## config.mk

```make
export PLATFORM = sky130hd
export DESIGN_NAME = sseg_scan_ctrl_flat
export DESIGN_NICKNAME = d
export VERILOG_FILES = /design/src/rtl/sseg_scan_if.sv /design/src/rtl/sseg_scan_ctrl.sv /design/src/flat_wrapper.sv
export SDC_FILE = /design/constraint.sdc
export NUM_CORES = 1
export LEC_CHECK = 0
export ABC_AREA = 0
export CAP_MARGIN = 20
export CORE_MARGIN = 2
export CORE_UTILIZATION = 61
export CTS_CLUSTER_DIAMETER = 50
export DETAILED_ROUTE_END_ITERATION = 10
export PLACE_DENSITY = 0.92
export RECOVER_POWER = 50
export SYNTH_ARGS = -nofsm -noshare
export SYNTH_HDL_FRONTEND = slang
export SYNTH_SLANG_ARGS = --single-unit
```

## constraint.sdc

```tcl
create_clock -name clk -period 9.7 [get_ports clk]
set_input_delay 1.94 -clock clk [delete_from_list [all_inputs] [get_ports clk]]
set_output_delay 1.94 -clock clk [all_outputs]
set_load 0.1 [all_outputs]
```

## src/rtl/sseg_scan_if.sv

```systemverilog
// ----------------------------------------------------------------------------
// sseg_scan_if
// Bundle of the display-side signals of sseg_scan_ctrl.
//   run        : 1 = scan the digits, 0 = display dark
//   load       : one-cycle strobe capturing hex_in/dp_in
//   hex_in     : four hex nibbles, nibble k = digit k (digit 3 most significant)
//   dp_in      : decimal point per digit, 1 = lit
//   digit_en   : live per-digit enable, 0 = digit kept dark
//   sseg       : active-low segments, bit 0..6 = a..g, bit 7 = dp
//   en_dig     : active-low digit select, at most one bit low
//   frame_done : one-cycle pulse after digit 3's slot
// master drives the controls (upstream logic / bench), slave is the controller.
// ----------------------------------------------------------------------------
interface sseg_scan_if;
    logic        run;
    logic        load;
    logic [15:0] hex_in;
    logic [3:0]  dp_in;
    logic [3:0]  digit_en;
    logic [7:0]  sseg;
    logic [3:0]  en_dig;
    logic        frame_done;

    modport master (
        output run, load, hex_in, dp_in, digit_en,
        input  sseg, en_dig, frame_done
    );

    modport slave (
        input  run, load, hex_in, dp_in, digit_en,
        output sseg, en_dig, frame_done
    );
endinterface

```

## src/rtl/sseg_scan_ctrl.sv

```systemverilog
// ----------------------------------------------------------------------------
// sseg_scan_ctrl
// Time-multiplexes one 8-bit seven-segment bus across four common-anode
// digits. Digits 0..3 are scanned round-robin, each slot is SLOT_CYC cycles
// long and starts with BLANK_CYC all-dark cycles to suppress ghosting.
// Displayed data comes from a shadow register that only changes at frame
// boundaries (or while the display is off), so a frame never mixes old and
// new values.
//
// Ports:
//   clk   : system clock, rising edge
//   reset : asynchronous, active-high reset
//   bus   : sseg_scan_if.slave (run, load, hex_in, dp_in, digit_en in;
//           sseg, en_dig, frame_done out, all registered)
//
// Parameters:
//   SLOT_CYC  : cycles per digit slot, blank included (> BLANK_CYC)
//   BLANK_CYC : dark cycles at the start of each slot (>= 1)
//   CNT_W     : slot counter width (2**CNT_W >= SLOT_CYC)
//
// Build option:
//   SSEG_LZB_EN : when defined, leading zeros (digits 3..1) are blanked.
// ----------------------------------------------------------------------------
module sseg_scan_ctrl #(
    parameter int SLOT_CYC  = 50000,
    parameter int BLANK_CYC = 8,
    parameter int CNT_W     = 16
) (
    input  logic        clk,
    input  logic        reset,
    sseg_scan_if.slave  bus
);

    localparam logic [1:0] S_OFF   = 2'd0;
    localparam logic [1:0] S_BLANK = 2'd1;
    localparam logic [1:0] S_SHOW  = 2'd2;

    localparam logic [CNT_W-1:0] BLANK_LAST = CNT_W'(BLANK_CYC - 1);
    localparam logic [CNT_W-1:0] SLOT_LAST  = CNT_W'(SLOT_CYC - 1);

    logic [1:0]       state, nxt_state;
    logic [1:0]       idx, nxt_idx;
    logic [CNT_W-1:0] cnt, nxt_cnt;
    logic             boundary;

    logic [15:0]      shadow_hex, pend_hex;
    logic [3:0]       shadow_dp, pend_dp;
    logic             pend;

    logic [3:0]       dark_lz;
    logic [3:0]       nxt_en;
    logic [7:0]       nxt_sseg;

    // Active-low segment pattern; a lit decimal point clears bit 7.
    function automatic logic [7:0] seg_decode(input logic [3:0] nib, input logic dp);
        logic [7:0] pat;
        case (nib)
            4'h0: pat = 8'hC0;
            4'h1: pat = 8'hF9;
            4'h2: pat = 8'hA4;
            4'h3: pat = 8'hB0;
            4'h4: pat = 8'h99;
            4'h5: pat = 8'h92;
            4'h6: pat = 8'h82;
            4'h7: pat = 8'hF8;
            4'h8: pat = 8'h80;
            4'h9: pat = 8'h90;
            4'hA: pat = 8'h88;
            4'hB: pat = 8'h83;
            4'hC: pat = 8'hC6;
            4'hD: pat = 8'hA1;
            4'hE: pat = 8'h86;
            default: pat = 8'h8E;
        endcase
        return dp ? (pat & 8'h7F) : pat;
    endfunction

`ifdef SSEG_LZB_EN
    // Digit k is a leading zero when it and every higher nibble are zero and
    // its own dp is off. Derived from the shadow, so stable for a whole frame.
    always_comb begin
        dark_lz    = 4'b0000;
        dark_lz[3] = (shadow_hex[15:12] == 4'h0)  && !shadow_dp[3];
        dark_lz[2] = (shadow_hex[15:8]  == 8'h00) && !shadow_dp[2];
        dark_lz[1] = (shadow_hex[15:4]  == 12'h0) && !shadow_dp[1];
    end
`else
    assign dark_lz = 4'b0000;
`endif

    // Scan sequencing; run=0 overrides everything and parks in OFF.
    always_comb begin
        nxt_state = state;
        nxt_idx   = idx;
        nxt_cnt   = cnt;
        boundary  = 1'b0;
        if (!bus.run) begin
            nxt_state = S_OFF;
            nxt_idx   = 2'd0;
            nxt_cnt   = '0;
        end else begin
            case (state)
                S_OFF: begin
                    nxt_state = S_BLANK;
                    nxt_idx   = 2'd0;
                    nxt_cnt   = '0;
                end
                S_BLANK: begin
                    nxt_cnt = cnt + 1'b1;
                    if (cnt == BLANK_LAST)
                        nxt_state = S_SHOW;
                end
                S_SHOW: begin
                    if (cnt == SLOT_LAST) begin
                        nxt_state = S_BLANK;
                        nxt_cnt   = '0;
                        nxt_idx   = idx + 2'd1;
                        boundary  = (idx == 2'd3);
                    end else begin
                        nxt_cnt = cnt + 1'b1;
                    end
                end
                default: begin
                    nxt_state = S_OFF;
                    nxt_idx   = 2'd0;
                    nxt_cnt   = '0;
                end
            endcase
        end
    end

    // Outputs are computed from the next state so they register on the same
    // edge as the transition. The shadow only changes on edges that lead to
    // BLANK or OFF, so its current value is the one shown in the next SHOW.
    always_comb begin
        nxt_en   = 4'hF;
        nxt_sseg = 8'hFF;
        if (nxt_state == S_SHOW && bus.digit_en[nxt_idx] && !dark_lz[nxt_idx]) begin
            nxt_en[nxt_idx] = 1'b0;
            nxt_sseg        = seg_decode(shadow_hex[{nxt_idx, 2'b00} +: 4], shadow_dp[nxt_idx]);
        end
    end

    always_ff @(posedge clk or posedge reset) begin
        if (reset) begin
            state          <= S_OFF;
            idx            <= 2'd0;
            cnt            <= '0;
            bus.en_dig     <= 4'hF;
            bus.sseg       <= 8'hFF;
            bus.frame_done <= 1'b0;
        end else begin
            state          <= nxt_state;
            idx            <= nxt_idx;
            cnt            <= nxt_cnt;
            bus.en_dig     <= nxt_en;
            bus.sseg       <= nxt_sseg;
            bus.frame_done <= boundary;
        end
    end

    // Shadow / pending update. A load that lands on the frame boundary is the
    // newest data, so it goes straight to the shadow and discards any pending.
    always_ff @(posedge clk or posedge reset) begin
        if (reset) begin
            shadow_hex <= 16'h0000;
            shadow_dp  <= 4'h0;
            pend       <= 1'b0;
        end else if (state == S_OFF) begin
            if (bus.load) begin
                shadow_hex <= bus.hex_in;
                shadow_dp  <= bus.dp_in;
                pend       <= 1'b0;
            end
        end else if (boundary) begin
            if (bus.load) begin
                shadow_hex <= bus.hex_in;
                shadow_dp  <= bus.dp_in;
            end else if (pend) begin
                shadow_hex <= pend_hex;
                shadow_dp  <= pend_dp;
            end
            pend <= 1'b0;
        end else if (bus.load) begin
            pend <= 1'b1;
        end
    end

    // Pending data is qualified by pend, so it needs no reset.
    always_ff @(posedge clk) begin
        if (bus.load) begin
            pend_hex <= bus.hex_in;
            pend_dp  <= bus.dp_in;
        end
    end

endmodule
```

## src/flat_wrapper.sv

```systemverilog
// flat-port wrapper written by rule: the top's interface ports become plain ports
module sseg_scan_ctrl_flat 
#(
    parameter int SLOT_CYC  = 50000,
    parameter int BLANK_CYC = 8,
    parameter int CNT_W     = 16
)
  (clk, reset, bus_run, bus_load, bus_hex_in, bus_dp_in, bus_digit_en, bus_sseg, bus_en_dig, bus_frame_done);
  sseg_scan_if bus_i ();
  input  logic clk;
  input  logic reset;
  input wire logic [$bits(bus_i.run)-1:0] bus_run;
  input wire logic [$bits(bus_i.load)-1:0] bus_load;
  input wire logic [$bits(bus_i.hex_in)-1:0] bus_hex_in;
  input wire logic [$bits(bus_i.dp_in)-1:0] bus_dp_in;
  input wire logic [$bits(bus_i.digit_en)-1:0] bus_digit_en;
  output wire logic [$bits(bus_i.sseg)-1:0] bus_sseg;
  output wire logic [$bits(bus_i.en_dig)-1:0] bus_en_dig;
  output wire logic [$bits(bus_i.frame_done)-1:0] bus_frame_done;
  assign bus_i.run = bus_run;
  assign bus_i.load = bus_load;
  assign bus_i.hex_in = bus_hex_in;
  assign bus_i.dp_in = bus_dp_in;
  assign bus_i.digit_en = bus_digit_en;
  assign bus_sseg = bus_i.sseg;
  assign bus_en_dig = bus_i.en_dig;
  assign bus_frame_done = bus_i.frame_done;
  sseg_scan_ctrl #(.SLOT_CYC(SLOT_CYC), .BLANK_CYC(BLANK_CYC), .CNT_W(CNT_W)) u_core (.clk(clk), .reset(reset), .bus(bus_i));
endmodule
```

[Word-level counts from Yosys, hierarchy flattened]
Memories as Yosys holds them, arrays and structs flattened.
Index checks and enable logic that the tools add are counted.
Storage, ports and cells
  bits in read-only memories: 112
  memories kept: 1
  logic and storage cells: 73
  register bits after elaboration: 74
  bits of input ports: 28
  output and inout bits: 13
Memories
  (no name shown): depth 16, width 7, read ports 1, clocked after Yosys merged registers in 0, write ports 0, line sseg_scan_ctrl.sv:57  | case (nib)
Operators by class
  reductions and logical operators: 9
  eq/ne operators: 8
  add/subtract/negate cells: 2
  bitwise logic cells: 1
  $lt $le $gt $ge: 2
  shift operators: 1
  mux-type cells: 38
Operator list (count)
  16-bit two-way mux: 7
  16-bit case mux with 2 select lines: 1
  4-bit two-way mux: 6
  16-bit by 1-bit adder with 16-bit output (second input constant): 1
  16-bit == test (second input constant): 1
  16-bit by 3-bit == test with 1-bit output (second input constant): 1
  8-bit two-way mux: 2
  16-bit by 5-bit indexed part select with 4-bit output: 1
  1-bit two-way mux: 11
  2-bit two-way mux: 5
  1-bit binary-select mux with 2-bit select: 3
  2-bit == test (second input constant): 3
  2-bit case mux with 3 select lines: 1
  4-bit NOT: 1
  2-bit case mux with 2 select lines: 1
  2-bit nonzero test: 2
  1-bit logical AND: 3
  2-bit by 3-bit less-than comparator with 1-bit output (second input constant): 1
  3-bit != test (second input constant): 1
  3-bit AND reduction: 1
  2-bit by 1-bit adder with 2-bit output (second input constant): 1
  1-bit demux with 2-bit select: 1
  2-bit by 1-bit == test with 1-bit output (second input constant): 1
  2-bit by 1-bit greater-or-equal comparator with 1-bit output (second input constant): 1
  4 further kinds: 4

[Longest topological paths before layout]
  depth after elaboration: 10
  depth in mapped cells: 15
  gate-level depth less buffers: 13

[Least setup slack after synthesis]
OpenSTA, ideal clock, no wires.
  kind: input -> register
  start point: input bus_run
  end point: register u_core.bus.sseg[1]
  required time: 9.620 ns
  setup time: 0.080 ns
  cell stages on the path: 11
  setup slack: 5.782 ns
  path buffers: 1
  arrival time: 3.838 ns
  cell sequence: and2_1 o21ai_1 a21oi_4 buf_6 mux2i_1 mux2i_1 inv_1 ha_1 o21a_1 a21oi_1 o21ai_1
Between the ends
  word-level cells in the longest chain between the ends: 6
  elaborated cells on any way between the ends: 14
  those cells by class: eq/ne (1); shift (1); mux (8); reduce/logical (3); memory (1)
RTL lines
  from (decl): line flat_wrapper.sv:12  | input wire logic [$bits(bus_i.run)-1:0] bus_run;
  2-bit two-way mux (*): line sseg_scan_ctrl.sv:97  | if (!bus.run) begin
  named net u_core.nxt_idx[0]: line sseg_scan_ctrl.sv:42  | logic [1:0] idx, nxt_idx;
  branches (longest 4 deep; another with memory read 16 x 7 bit)
  8-bit two-way mux (*): line sseg_scan_ctrl.sv:138  | if (nxt_state == S_SHOW && bus.digit_en[nxt_idx] && !dark_lz[nxt_idx]) begin
  named net u_core.nxt_sseg[1]: line sseg_scan_ctrl.sv:52  | logic [7:0] nxt_sseg;
  to (signal assigned): line sseg_scan_ctrl.sv:157  | bus.sseg <= nxt_sseg;
  to (decl): line sseg_scan_if.sv:31  | output sseg, en_dig, frame_done
Mark *: on every way through the listed nets, which the timed path passes. The select of a mux whose other input is x is not followed.
A chain may end at the register's enable or synchronous reset.

[Worst setup path in the final report]
  start point: input bus_run
  end point: register u_core.bus.sseg[1]
Between the ends
  word-level cells in the longest chain between the ends: 6
  elaborated cells on any way between the ends: 14
  those cells by class: eq/ne (1); shift (1); mux (8); reduce/logical (3); memory (1)
RTL lines (line)
  branches (longest 5 deep; another with memory read 16 x 7 bit)
  8-bit two-way mux (*): sseg_scan_ctrl.sv:138
  named net u_core.nxt_sseg[1]: sseg_scan_ctrl.sv:52
Marked as above.

==> key figures <==
Global route
  • Largest net degree at the start of global routing: 55
  • GRT Total Usage: a little under a quarter
  • Vias in the first global route: between 2000 and 3000
  • Congestion Overflow GR: 0
  • Initial antenna violation count: 0
  • First-pass GRT wire length: 12600 um

Setup path
  • Cell Chain, Critical Path: dlygate4sd3_1 > and2_1 > o21ai_1 > a21oi_4 > mux2i_1 > mux2i_1 > inv_1 > ha_1 > o21a_1 > a21oi_1 > o21ai_1
  • Slowest CP cell: dlygate4sd3_1
  • Worst setup SP type: primary input
  • FF-to-FF Start: u_core.state[0]
  • Critical Path Start: bus_run
  • CP Data Required Time: a little under 10 ns
  • CP Capture Type: flip-flop
  • CP max stage delay: 0.62 ns
  • WS Path Type: in2reg
  • Crit Path Max Fanout: 15
  • Worst EP arrival: 5.22 ns

Synthesis
  • Synth warn: 0
  • Share of the synthesized area in the top cell type: a little over a quarter
  • Syn Inst Count: between 300 and 400
  • Post-synthesis xor/xnor area fraction: a little over 4%
  • Largest family of logic cells by synthesized area: simple AND/OR/NAND/NOR gates
  • Compound-Gate Fraction of Synth Area: between 10% and 20%
  • Synth Cell Area: between 3000 and 4000 um2
  • Top-count cell post-synth: nor2_1
  • Count of different cell masters after synthesis: 51
  • Adder-cell share of the synthesized area: 4.20%
  • Post-synth top area cell: dfrtp_1
  • Synth Area in Simple Gates: 16.9%
  • Syn avg cell area: 11.2 um2
  • Number of synthesized flops with an enable pin: 20
  • Synth top area cells: dfrtp_1, edfxtp_1, dfstp_2
  • Register area share after synthesis: between 50% and 60%
  • Share of synthesized registers carrying an async set or reset: 73.0%
  • Mux cell area share after synthesis: about a tenth
  • Post-Synthesis Net Count: a little under 400
  • #FFs+latches synth: 74
  • Synth Flop Type: dfrtp_1
  • Synth top cells by count: nor2_1, dfrtp_1, mux2i_1

Floorplanning
  • Die height: 83.7 um
  • Initial Util: between 60 and 70%
  • Core area: roughly 6200 um2
  • Die area: 7000 um2
  • Num rows: 29
  • Die W: 83.7 um
  • Count of boundary I/O pins: ~40

Final layout
  • Antenna cell count: 0
  • Seq. cell area: just under 2000 um2
  • Multi-input gate area in the final layout: ~1800 um2
  • Post-layout util: 71.9%
  • Fillers: 423
  • Nets: 426
  • Synthesis-to-layout area growth: 15.9%
  • Share of layout cells above drive strength 1: 11.8%

Clocking
  • CTS root buffer: clkbuf_8
  • Post-CTS setup buffer count: 0
  • Resized cells post-CTS: 0
  • TritonCTS Sinks: 74
  • CTS Buffer Depth: 2
  • Total CTS buffers: 9
  • H-tree depth: 3
  • Worst-Skew Late Latency: about 0.36 ns
  • CTS Hold Bufs: 0
  • CTS tree: done
  • Clock transition at the registers of the reported paths: roughly 0.090 ns

Timing
  • Worst slew pin tran: approximately 2.2 ns
  • Final Hold Viols: 0
  • Relative slew slack: -49.9%
  • Clk_skew: approximately 0.010 ns
  • Final Max Slew Viols: 46
  • Tcrit/Tclk final: between 50% and 60%
  • RSZ-0062 raised after global routing: no
  • Final setup fails: 0
  • Fmax: 201 MHz
  • Sum Neg Setup Slack: 0 ns
  • Min cycle time layout: between 4 and 5 ns

Route
  • Via count: roughly 2800
  • DR DRC count: 0
  • DR vias/cell: ~5.9
  • Iter 0 DRT Violations: 342
  • Drt pass-1 iters: 4
  • Wire per inst: between 15 and 20 um
  • Routed Antenna Nets: 0
  • Final wirelength: ~7400 um

Placed design
  • Final GP Congestion: between 0.9 and 1
  • IO Port Bufs: 40
  • Final HPWL DP: between 5000 and 6000 um

Hold path
  • Hold WC Path Type: reg2reg
  • Hold path startpoint: u_core.cnt[0]

Job
  • Max-Cap Viols: 1

Outcome
  • Failing checks: max-capacitance violations, max-slew violations
  • Status: complete, but fails checks

Power and ir drop
  • P_sw: approximately 0.00021 W
  • Share of power burned in the clock network: about a third
  • Lkg Pwr: 1.75 nW
  • Peak VDD IR: 0.114 mV
  • P_int: ~0.00051 W
  • Pwr per Cell Area: approximately 160 nW/um2
  • Combinational Power Share: between 15 and 20%
  • Switching Share: roughly 29%
  • Part of the power in registers: 49.9%
[critical path: cells and delay by family]
family          cells  cell delay, ns
mux                 2            0.61
fa+ha+maj           1            0.33
compound gates      5            1.05
buf+inv             2            0.81
simple gates        1            0.47
[power by group through the flow]
stage	logic, W	registers [W]	clock network (W)
6_report	0.000111	0.000362	0.000252
5_1_grt	0.000124	0.000364	0.000269
4_1_cts	0.000113	0.000361	0.000255
3_5_place_dp	0.000111	0.000367	0
3_3_place_gp	0.000106	0.000366	0
2_1_floorplan	0.0000809	0.000361	0
[cell type report]
class                      instances  share of cell area (%)
timing repair buffer              44                    9.43
inverter                           9                   0.753
clock buffer                       9                    2.76
sequential                        74                    43.8
tap                               77                    2.15
clock inverter                     7                    1.90
multi-input combinational        247                    39.2
[state kept, by name, indices dropped and copies added, names as in the netlist]
register               flops
u_core.bus.en_dig          4
u_core.bus.frame_done      1
u_core.bus.sseg            8
u_core.cnt                16
u_core.idx                 2
u_core.pend                1
u_core.pend_dp             4
u_core.pend_hex           16
u_core.shadow_dp           4
u_core.shadow_hex         16
u_core.state               2
[cell families (layout without fill, tap and decap cells)]
kind of cell / Yosys count / after routing
compound gates: 57 / 57
xor+xnor: 18 / 18
fa+ha+maj: 13 / 13
buf+inv: 26 / 69
flops: 74 / 74
mux: 35 / 35
simple gates: 124 / 124
[metal layers]
| metal | wire [um] | track usage [%] | vias up |
|---|---|---|---|
| met5 | 0 | 0 | - |
| met3 | 390 | 4.65 | 18 |
| li1 | - | - | 1332 |
| met1 | 3300 | 31.4 | 1335 |
| met2 | 3530 | 34.8 | 87 |
| met4 | 201 | 11.3 | 0 |
[stage by stage]
step | instances | power [W] | worst slack (ns) | hold WS, ns | instance area [um2]
floorplan | 347 | 0.000442 | 5.78 | 0.425 | 3870
global placement | 450 | 0.000472 | 4.73 | 0.439 | 4290
finish | 467 | 0.000724 | 4.73 | 0.468 | 4490
global route | 467 | 0.000758 | 4.54 | 0.503 | 4490
detailed placement | 450 | 0.000478 | 4.46 | 0.456 | 4290
CTS | 466 | 0.000729 | 4.83 | 0.468 | 4500
[worst paths after layout]
| check | endpoint | slack [ns] | depth (start not counted) |
|---|---|---|---|
| worst max-delay path | u_core.bus.sseg[1] | 4.73 | 11 |
| worst min-delay path | u_core.cnt[0] | 0.47 | 1 |
| worst max register to register | u_core.bus.sseg[1] | 5.48 | 13 |
| worst min register to register | u_core.cnt[0] | 0.47 | 1 |
| max in group asynchronous | u_core.shadow_hex[8] | 5.29 | 3 |
| min in group asynchronous | u_core.cnt[7] | 1.98 | 2 |
[layout by cell type (no fill, tap or decap), drive strengths merged, types with 3 or more instances in the layout]
cell / synthesis / final
edfxtp: 20 / 20
clkbuf: 9 / 11
nand2: 17 / 17
nor4: 3 / 3
xor2: 10 / 10
clkdlybuf4s50: 0 / 17
o21ai: 5 / 5
a21oi: 28 / 28
or4: 4 / 4
ha: 13 / 13
mux2i: 33 / 33
o211ai: 7 / 7
nor2b: 4 / 4
dlygate4sd3: 0 / 23
nor3: 4 / 4
nand4: 3 / 3
nand3: 16 / 16
dfstp: 12 / 12
nand3b: 7 / 7
inv: 9 / 12
a311oi: 4 / 4
xnor2: 8 / 8
nor2: 48 / 48
o41ai: 4 / 4
dfrtp: 42 / 42
and3: 10 / 10
Note: power is estimated with default switching activity, not from simulation.
